`src/rtl/note_pkg.sv`:
```
// Shared types and the period threshold table for the note classifier.
package note_pkg;

    localparam int N_NOTES         = 24;
    localparam int MIC_SAMPLE_RATE = 48835;

    typedef logic [4:0] note_idx_t;

    localparam note_idx_t NOTE_NONE = 5'h1F;

    // Upper period bound (in mic samples) of each semitone bin, C3 first.
    // Entry i is floor(48835 / (f_i * 2^(-1/24))), i.e. the period at the
    // quarter-tone below note i. Entry 24 closes the top of B4.
    localparam logic [8:0] NOTE_PERIOD_HI [0:24] = '{
        9'd384, 9'd362, 9'd342, 9'd323, 9'd304, 9'd287, 9'd271, 9'd256,
        9'd242, 9'd228, 9'd215, 9'd203, 9'd192, 9'd181, 9'd171, 9'd161,
        9'd152, 9'd143, 9'd135, 9'd128, 9'd121, 9'd114, 9'd107, 9'd101,
        9'd96
    };

    typedef enum logic {
        ST_IDLE   = 1'b0,
        ST_SEARCH = 1'b1
    } srch_state_t;

endpackage

```
`src/rtl/note_stabilizer.sv`:
```
// Debounces raw classifier results into a held note and forces silence when
// the period meter goes quiet for too many mic samples.
module note_stabilizer
    import note_pkg::*;
#(
    parameter int STABLE_CNT      = 3,
    parameter int TIMEOUT_SAMPLES = 4096
) (
    input  logic      clk,
    input  logic      reset_p,
    input  note_idx_t raw_idx,
    input  logic      raw_valid,
    input  logic      tmo_clr,
    input  logic      mic_we,
    output note_idx_t note_idx,
    output logic      note_valid,
    output logic      note_change
);

    localparam int CW = $clog2(STABLE_CNT + 1);
    localparam int TW = $clog2(TIMEOUT_SAMPLES + 1);

    note_idx_t       cand_q, cand_nxt;
    note_idx_t       note_q, note_nxt;
    logic [CW-1:0]   cnt_q, cnt_nxt;
    logic [TW-1:0]   tmo_q;
    logic            tmo_hit;

    // The terminal mic sample only times out if no period is being accepted.
    always_comb begin
        tmo_hit = mic_we && !tmo_clr && (tmo_q == TW'(TIMEOUT_SAMPLES - 1));
    end

    // Filter next state; timeout overrides a coincident raw result.
    always_comb begin
        cand_nxt = cand_q;
        cnt_nxt  = cnt_q;
        note_nxt = note_q;
        if (tmo_hit) begin
            cand_nxt = NOTE_NONE;
            cnt_nxt  = '0;
            note_nxt = NOTE_NONE;
        end else if (raw_valid) begin
            if (raw_idx == cand_q) begin
                if (cnt_q != CW'(STABLE_CNT))
                    cnt_nxt = cnt_q + CW'(1);
            end else begin
                cand_nxt = raw_idx;
                cnt_nxt  = CW'(1);
            end
            if (cnt_nxt == CW'(STABLE_CNT) && cand_nxt != note_q)
                note_nxt = cand_nxt;
        end
    end

    // Filter registers and the change strobe.
    always_ff @(posedge clk) begin
        if (reset_p) begin
            cand_q      <= NOTE_NONE;
            cnt_q       <= '0;
            note_q      <= NOTE_NONE;
            note_change <= 1'b0;
        end else begin
            cand_q      <= cand_nxt;
            cnt_q       <= cnt_nxt;
            note_q      <= note_nxt;
            note_change <= (note_nxt != note_q);
        end
    end

    // Mic-sample timeout counter, saturating so the timeout fires once.
    always_ff @(posedge clk) begin
        if (reset_p)
            tmo_q <= '0;
        else if (tmo_clr)
            tmo_q <= '0;
        else if (mic_we && tmo_q != TW'(TIMEOUT_SAMPLES))
            tmo_q <= tmo_q + TW'(1);
    end

    assign note_idx   = note_q;
    assign note_valid = (note_q != NOTE_NONE);

endmodule

```
`src/rtl/note_period_classifier.sv`:
```
// Maps zero-crossing periods to semitone indices C3..B4 with a sequential
// table search, then hands results to the stabilizer.
module note_period_classifier
    import note_pkg::*;
#(
    parameter int W_PERIOD        = 16,
    parameter int STABLE_CNT      = 3,
    parameter int TIMEOUT_SAMPLES = 4096
) (
    input  logic                clk,
    input  logic                reset_p,
    input  logic [W_PERIOD-1:0] period,
    input  logic                period_valid,
    input  logic                mic_we,
    output logic                busy,
    output logic                overrun,
    output logic [4:0]          raw_idx,
    output logic                raw_valid,
    output logic [4:0]          note_idx,
    output logic                note_valid,
    output logic                note_change
);

    srch_state_t         state, state_nxt;
    logic [W_PERIOD-1:0] per_q;
    logic [4:0]          k_q;
    logic [W_PERIOD-1:0] hi_k;
    logic                accept;
    logic                done;
    logic                k_inc;
    note_idx_t           result;

    assign busy   = (state == ST_SEARCH);
    assign accept = (state == ST_IDLE) && period_valid;
    assign hi_k   = W_PERIOD'(NOTE_PERIOD_HI[k_q]);

    // State register.
    always_ff @(posedge clk) begin
        if (reset_p)
            state <= ST_IDLE;
        else
            state <= state_nxt;
    end

    // Next state and search decision: one threshold compare per cycle.
    always_comb begin
        state_nxt = state;
        done      = 1'b0;
        k_inc     = 1'b0;
        result    = NOTE_NONE;
        case (state)
            ST_IDLE: begin
                if (period_valid)
                    state_nxt = ST_SEARCH;
            end
            ST_SEARCH: begin
                if (per_q > hi_k) begin
                    done      = 1'b1;
                    result    = (k_q == 5'd0) ? NOTE_NONE : (k_q - 5'd1);
                    state_nxt = ST_IDLE;
                end else if (k_q == 5'(N_NOTES)) begin
                    done      = 1'b1;
                    state_nxt = ST_IDLE;
                end else begin
                    k_inc = 1'b1;
                end
            end
            default: state_nxt = ST_IDLE;
        endcase
    end

    // Period latch, index counter, raw result and overrun flag.
    always_ff @(posedge clk) begin
        if (reset_p) begin
            per_q     <= '0;
            k_q       <= '0;
            raw_idx   <= NOTE_NONE;
            raw_valid <= 1'b0;
            overrun   <= 1'b0;
        end else begin
            raw_valid <= done;
            overrun   <= period_valid && busy;
            if (accept) begin
                per_q <= period;
                k_q   <= '0;
            end else if (k_inc) begin
                k_q <= k_q + 5'd1;
            end
            if (done)
                raw_idx <= result;
        end
    end

    note_stabilizer #(
        .STABLE_CNT      (STABLE_CNT),
        .TIMEOUT_SAMPLES (TIMEOUT_SAMPLES)
    ) u_stab (
        .clk         (clk),
        .reset_p     (reset_p),
        .raw_idx     (raw_idx),
        .raw_valid   (raw_valid),
        .tmo_clr     (accept),
        .mic_we      (mic_we),
        .note_idx    (note_idx),
        .note_valid  (note_valid),
        .note_change (note_change)
    );

endmodule
```
`config.mk`:
```
export PLATFORM = sky130hd
export DESIGN_NAME = note_period_classifier
export DESIGN_NICKNAME = d
export VERILOG_FILES = /design/src/rtl/note_pkg.sv /design/src/rtl/note_stabilizer.sv /design/src/rtl/note_period_classifier.sv
export SDC_FILE = /design/constraint.sdc
export NUM_CORES = 1
export LEC_CHECK = 0
export CAP_MARGIN = 15
export CORE_MARGIN = 1.5
export CORE_UTILIZATION = 50
export DETAILED_ROUTE_END_ITERATION = 8
export GPL_TIMING_DRIVEN = 0
export MAX_ROUTING_LAYER = met4
export PLACE_DENSITY = 0.78
export SYNTH_ARGS = -nofsm -noshare
export SYNTH_HDL_FRONTEND = slang
export SYNTH_SLANG_ARGS = --single-unit
export TNS_END_PERCENT = 10
```
`constraint.sdc`:
```
create_clock -name clk -period 3.3 [get_ports clk]
set_clock_uncertainty 0.1 [all_clocks]
set_input_delay 0.66 -clock clk [delete_from_list [all_inputs] [get_ports clk]]
set_output_delay 0.66 -clock clk [all_outputs]
set_load 0.005 [all_outputs]
```
==> reports/results.md <==
* 0 — total count of max-transition violations in the final report
* sky130_fd_sc_hd__dfxtp_1 — Synth Flop Type
* 48 — unique cell type count in the Yosys netlist
* built — TritonCTS clock tree
* 0.005608 mm^2 — area of the core
* 100 ps — clock-pin slew reported for the worst setup and hold paths after clock tree synthesis
* 3410 ps — Req. time, crit path
* 6.813% — fraction of layout cells with a size suffix above 1
* 0.003396 mm^2 — placed instance area
* register to register — worst hold path class
* 33 — total of buffers placed on input and output ports
* 11 — number of cell instances on the worst register-to-register path
* 55 — clock sinks
* 0 — Post-route DRC
* 501 — fillers
* 0.3036 GHz — maximum operating frequency
* sky130_fd_sc_hd__nand2_1 — most common cell after layout, fill and taps aside
* 35 — Ports
* 0 — total congestion overflow
* 22.23% — global-route usage over all layers
* 310 ps — clock latency reported for the late side of the worst-skew pair
* 5 — clock buffer count from CTS
* per_q[11]$_SDFFE_PP0P_ — Worst Min Path Start
* 37.01% — Yosys top cell area share
* 370 — count of mapped cells out of synthesis
* 8 — maximum fanout encountered on the critical timing path
* sky130_fd_sc_hd__dfxtp_1 (37%), sky130_fd_sc_hd__ha_1 (7.6%), sky130_fd_sc_hd__nand2_1 (6.9%), sky130_fd_sc_hd__a21oi_1 (5.4%), sky130_fd_sc_hd__nor2_1 (4.8%) — leading post-synthesis cells by cell area
* 448 — nets
* 2805 — total via count in the routed design
* 80.14 um — height of the die
* sky130_fd_sc_hd__nand2_1 (55), sky130_fd_sc_hd__dfxtp_1 (53), sky130_fd_sc_hd__nor2_1 (38), sky130_fd_sc_hd__clkdlybuf4s50_1 (33), sky130_fd_sc_hd__a21oi_1 (32) — most used cells in the layout excluding fill and tap cells
* 2 — maximum number of buffers from clock root to sink
* 37.01% — sequential fraction of the synthesis area
* 368.6 mW/mm^2 — power density of the placed cells
* 0.002975 mm^2 — synthesized area
* 11.01 mm — first-pass GRT wire length
* 5.807 — via density per instance
* register to register — Crit Path Class
* 0 — diode count
* 14.57 um — final routed wire length divided by cell count
* sky130_fd_sc_hd__clkbuf_8 — root buffer cell
* 57.05% — worst slew margin relative to its limit
* 3410 ps — CP arrival
* 945.9 uW — Internal Pwr Total
* 80.14 um — floorplan die width
* 0 — count of endpoints failing hold in the final timing report
* 17 — maximum number of pins on one net before global-route repair
* 27 — row count
* 0 — yosys synthesis warning count
* 0.9286 — routability congestion estimate
* 53.5% — sequential cell fraction of total power
* 0.001759 mm^2 — Multi-input gate area
* 0 — number of setup violations in the final report
* 0 — number of antenna violations at the first check in global routing
* 205 — number of design-rule violations left by the first detailed-router iteration
* 408 — Post-Syn Nets
* 30.4% — share of total power in the clock network
* 27.65% — switching share of power
* 361.5 uW — switching component of the power
* 0.003547 mm^2 — Post-Layout Inst Area
* k_q[1]$_SDFFE_PP0P_ — Crit. Startpoint
* 642.0 ps — actual slew at the worst max-slew pin
* 0.006422 mm^2 — die area
* 55 — flip-flop and latch count after synthesis
* 99.80% — Final Cycle Share
* 0 — Post-synth EDFFs
* 0 ps — setup_tns
* 53.06% — effective utilization at floorplan
* register — startpoint kind of the worst setup timing path
* 16.1% — relative contribution of combinational cells to total power
* 19.22% — area growth from synthesis to layout
* finished, final reports clean — result of the run
* 0% — proportion of synthesized flip-flops having asynchronous set or reset
* sky130_fd_sc_hd__dfxtp_1 — post-synthesis cell type with the largest combined area
* 5 — first-pass detailed-route iteration total
* 3293 ps — Period minus WS final
* register — Worst setup EP type
* 5.080 mm — placed wire-length estimate after detailed placement
* 7 ps — setup slack, reg-to-reg
* true — setup repair after global routing missed its margin
* 63.25% — final core utilization
* 2 — number of levels in the clock H-tree
* 8.041 um^2 — Synth Area per Inst
* 0 — remaining antenna violation count
* 2422 — number of global-route vias before repair
* k_q[1]$_SDFFE_PP0P_ — Reg2Reg Launch Point
* k_q[3]$_SDFFE_PP0P_ — timing endpoint of the critical path
* k_q[3]$_SDFFE_PP0P_ — r2r endpoint
* 0 — max-cap check violation count
* 7.038 mm — final routed wirelength across all metal layers
* 1.382 nW — static leakage power
* 0.2359 mV — VDD IR-drop max
* 0.001109 mm^2 — Sequential Area
-- layer usage --
metal | up-vias | routed length, um | part of all wire [%] | GRT usage (%)
li1 | 1382 | - | - | -
met1 | 1334 | 3403 | 48 | 28.76
met2 | 84 | 3219 | 46 | 35.80
met3 | 5 | 350 | 5.0 | 3.295
met4 | 0 | 64 | 0.91 | 6.897
met5 | - | 0 | 0 | -
-- how the worst min path moves through the flow --
stage	cells after the start	slack, ps	end
2_1_floorplan	2	340	per_q[11]$_SDFFE_PP0P_
3_3_place_gp	2	340	per_q[11]$_SDFFE_PP0P_
3_5_place_dp	2	350	per_q[11]$_SDFFE_PP0P_
4_1_cts	2	360	per_q[11]$_SDFFE_PP0P_
5_1_grt	2	390	per_q[10]$_SDFFE_PP0P_
6_report	2	370	per_q[11]$_SDFFE_PP0P_
-- Yosys cell counts, drive strengths merged (2+ instances only) --
cell type	number
clkbuf	16
o21a	2
buf	2
nor3	9
o32ai	3
mux2i	7
nor2b	3
a211oi	2
nand2	55
dfxtp	55
ha	18
a22oi	7
nand4	9
a221oi	2
or3	2
nor2	38
o32a	3
a31oi	2
o21ai	16
a311oi	2
xnor2	9
xor2	8
o211ai	10
nand3	7
nor4b	3
and2	2
inv	22
nand2b	5
nor4	3
and3	4
a21oi	32
-- cells by family (layout without fill, tap and decap cells) --
| group | after synthesis | count (layout) | synth area share, % |
|---|---|---|---|
| and+or+nand+nor | 143 | 143 | 22.46 |
| AOI/OAI and AO/OA | 89 | 89 | 20.10 |
| DFF | 55 | 55 | 37.01 |
| buffers and inverters | 40 | 81 | 5.130 |
| adders and majority gates | 18 | 18 | 7.570 |
| xor gates and xnor gates | 17 | 17 | 5.004 |
| muxes | 8 | 8 | 2.733 |
-- sequential cells by signal, indices dropped and copies added, names as in the netlist --
signal	count
busy	1
k_q	5
overrun	1
per_q	16
raw_idx	5
raw_valid	1
u_stab.cand_q	5
u_stab.cnt_q	2
u_stab.note_change	1
u_stab.note_idx	5
u_stab.tmo_q	13
-- worst max-delay path, stage by stage (launching register included) --
cell and delay, ps:
sky130_fd_sc_hd__dfxtp_4 400, sky130_fd_sc_hd__inv_1 110, sky130_fd_sc_hd__ha_4 330, sky130_fd_sc_hd__a21o_1 170, sky130_fd_sc_hd__o21ai_0 110, sky130_fd_sc_hd__a221o_1 320
sky130_fd_sc_hd__ha_1 330, sky130_fd_sc_hd__nand4_1 120, sky130_fd_sc_hd__o32a_1 370, sky130_fd_sc_hd__o32a_4 270, sky130_fd_sc_hd__nor4_2 190, sky130_fd_sc_hd__mux2_2 360
-- stage by stage --
step	worst slack, ps	total power [mW]	std cells	hold slack (ps)
floorplan	198.6	0.8410	370	336.0
global placement	-171.0	0.9039	475	341.6
detailed placement	-208.1	0.9094	475	350.5
CTS	37.55	1.306	483	364.2
global route	-69.55	1.363	483	393.3
finish	6.628	1.307	483	367.8
-- final cells by class --
class	count	area share (%)
clock buffers	7	2.434
flip-flops and latches	55	31.25
well taps	72	2.540
repair buffers	34	9.524
inverters	22	2.328
clock inverters	1	0.2469
plain buffers	17	2.081
multi-input cells	275	49.59
-- power groups by stage --
stage	clock [mW]	sequential [mW]	combinational (mW)
CTS	0.407	0.700	0.199
finish	0.397	0.699	0.211
global route	0.431	0.702	0.231
detailed placement	0	0.715	0.194
global placement	0	0.714	0.189
floorplan	0	0.711	0.130
-- what timing repair did --
item                       CTS  global route
setup endpoints to repair   10            12
hold buffers                 0             0
resized for setup            7            13
buffers inserted             0             1
pin swaps                    0             1
Note: power is estimated with default switching activity, not from simulation.
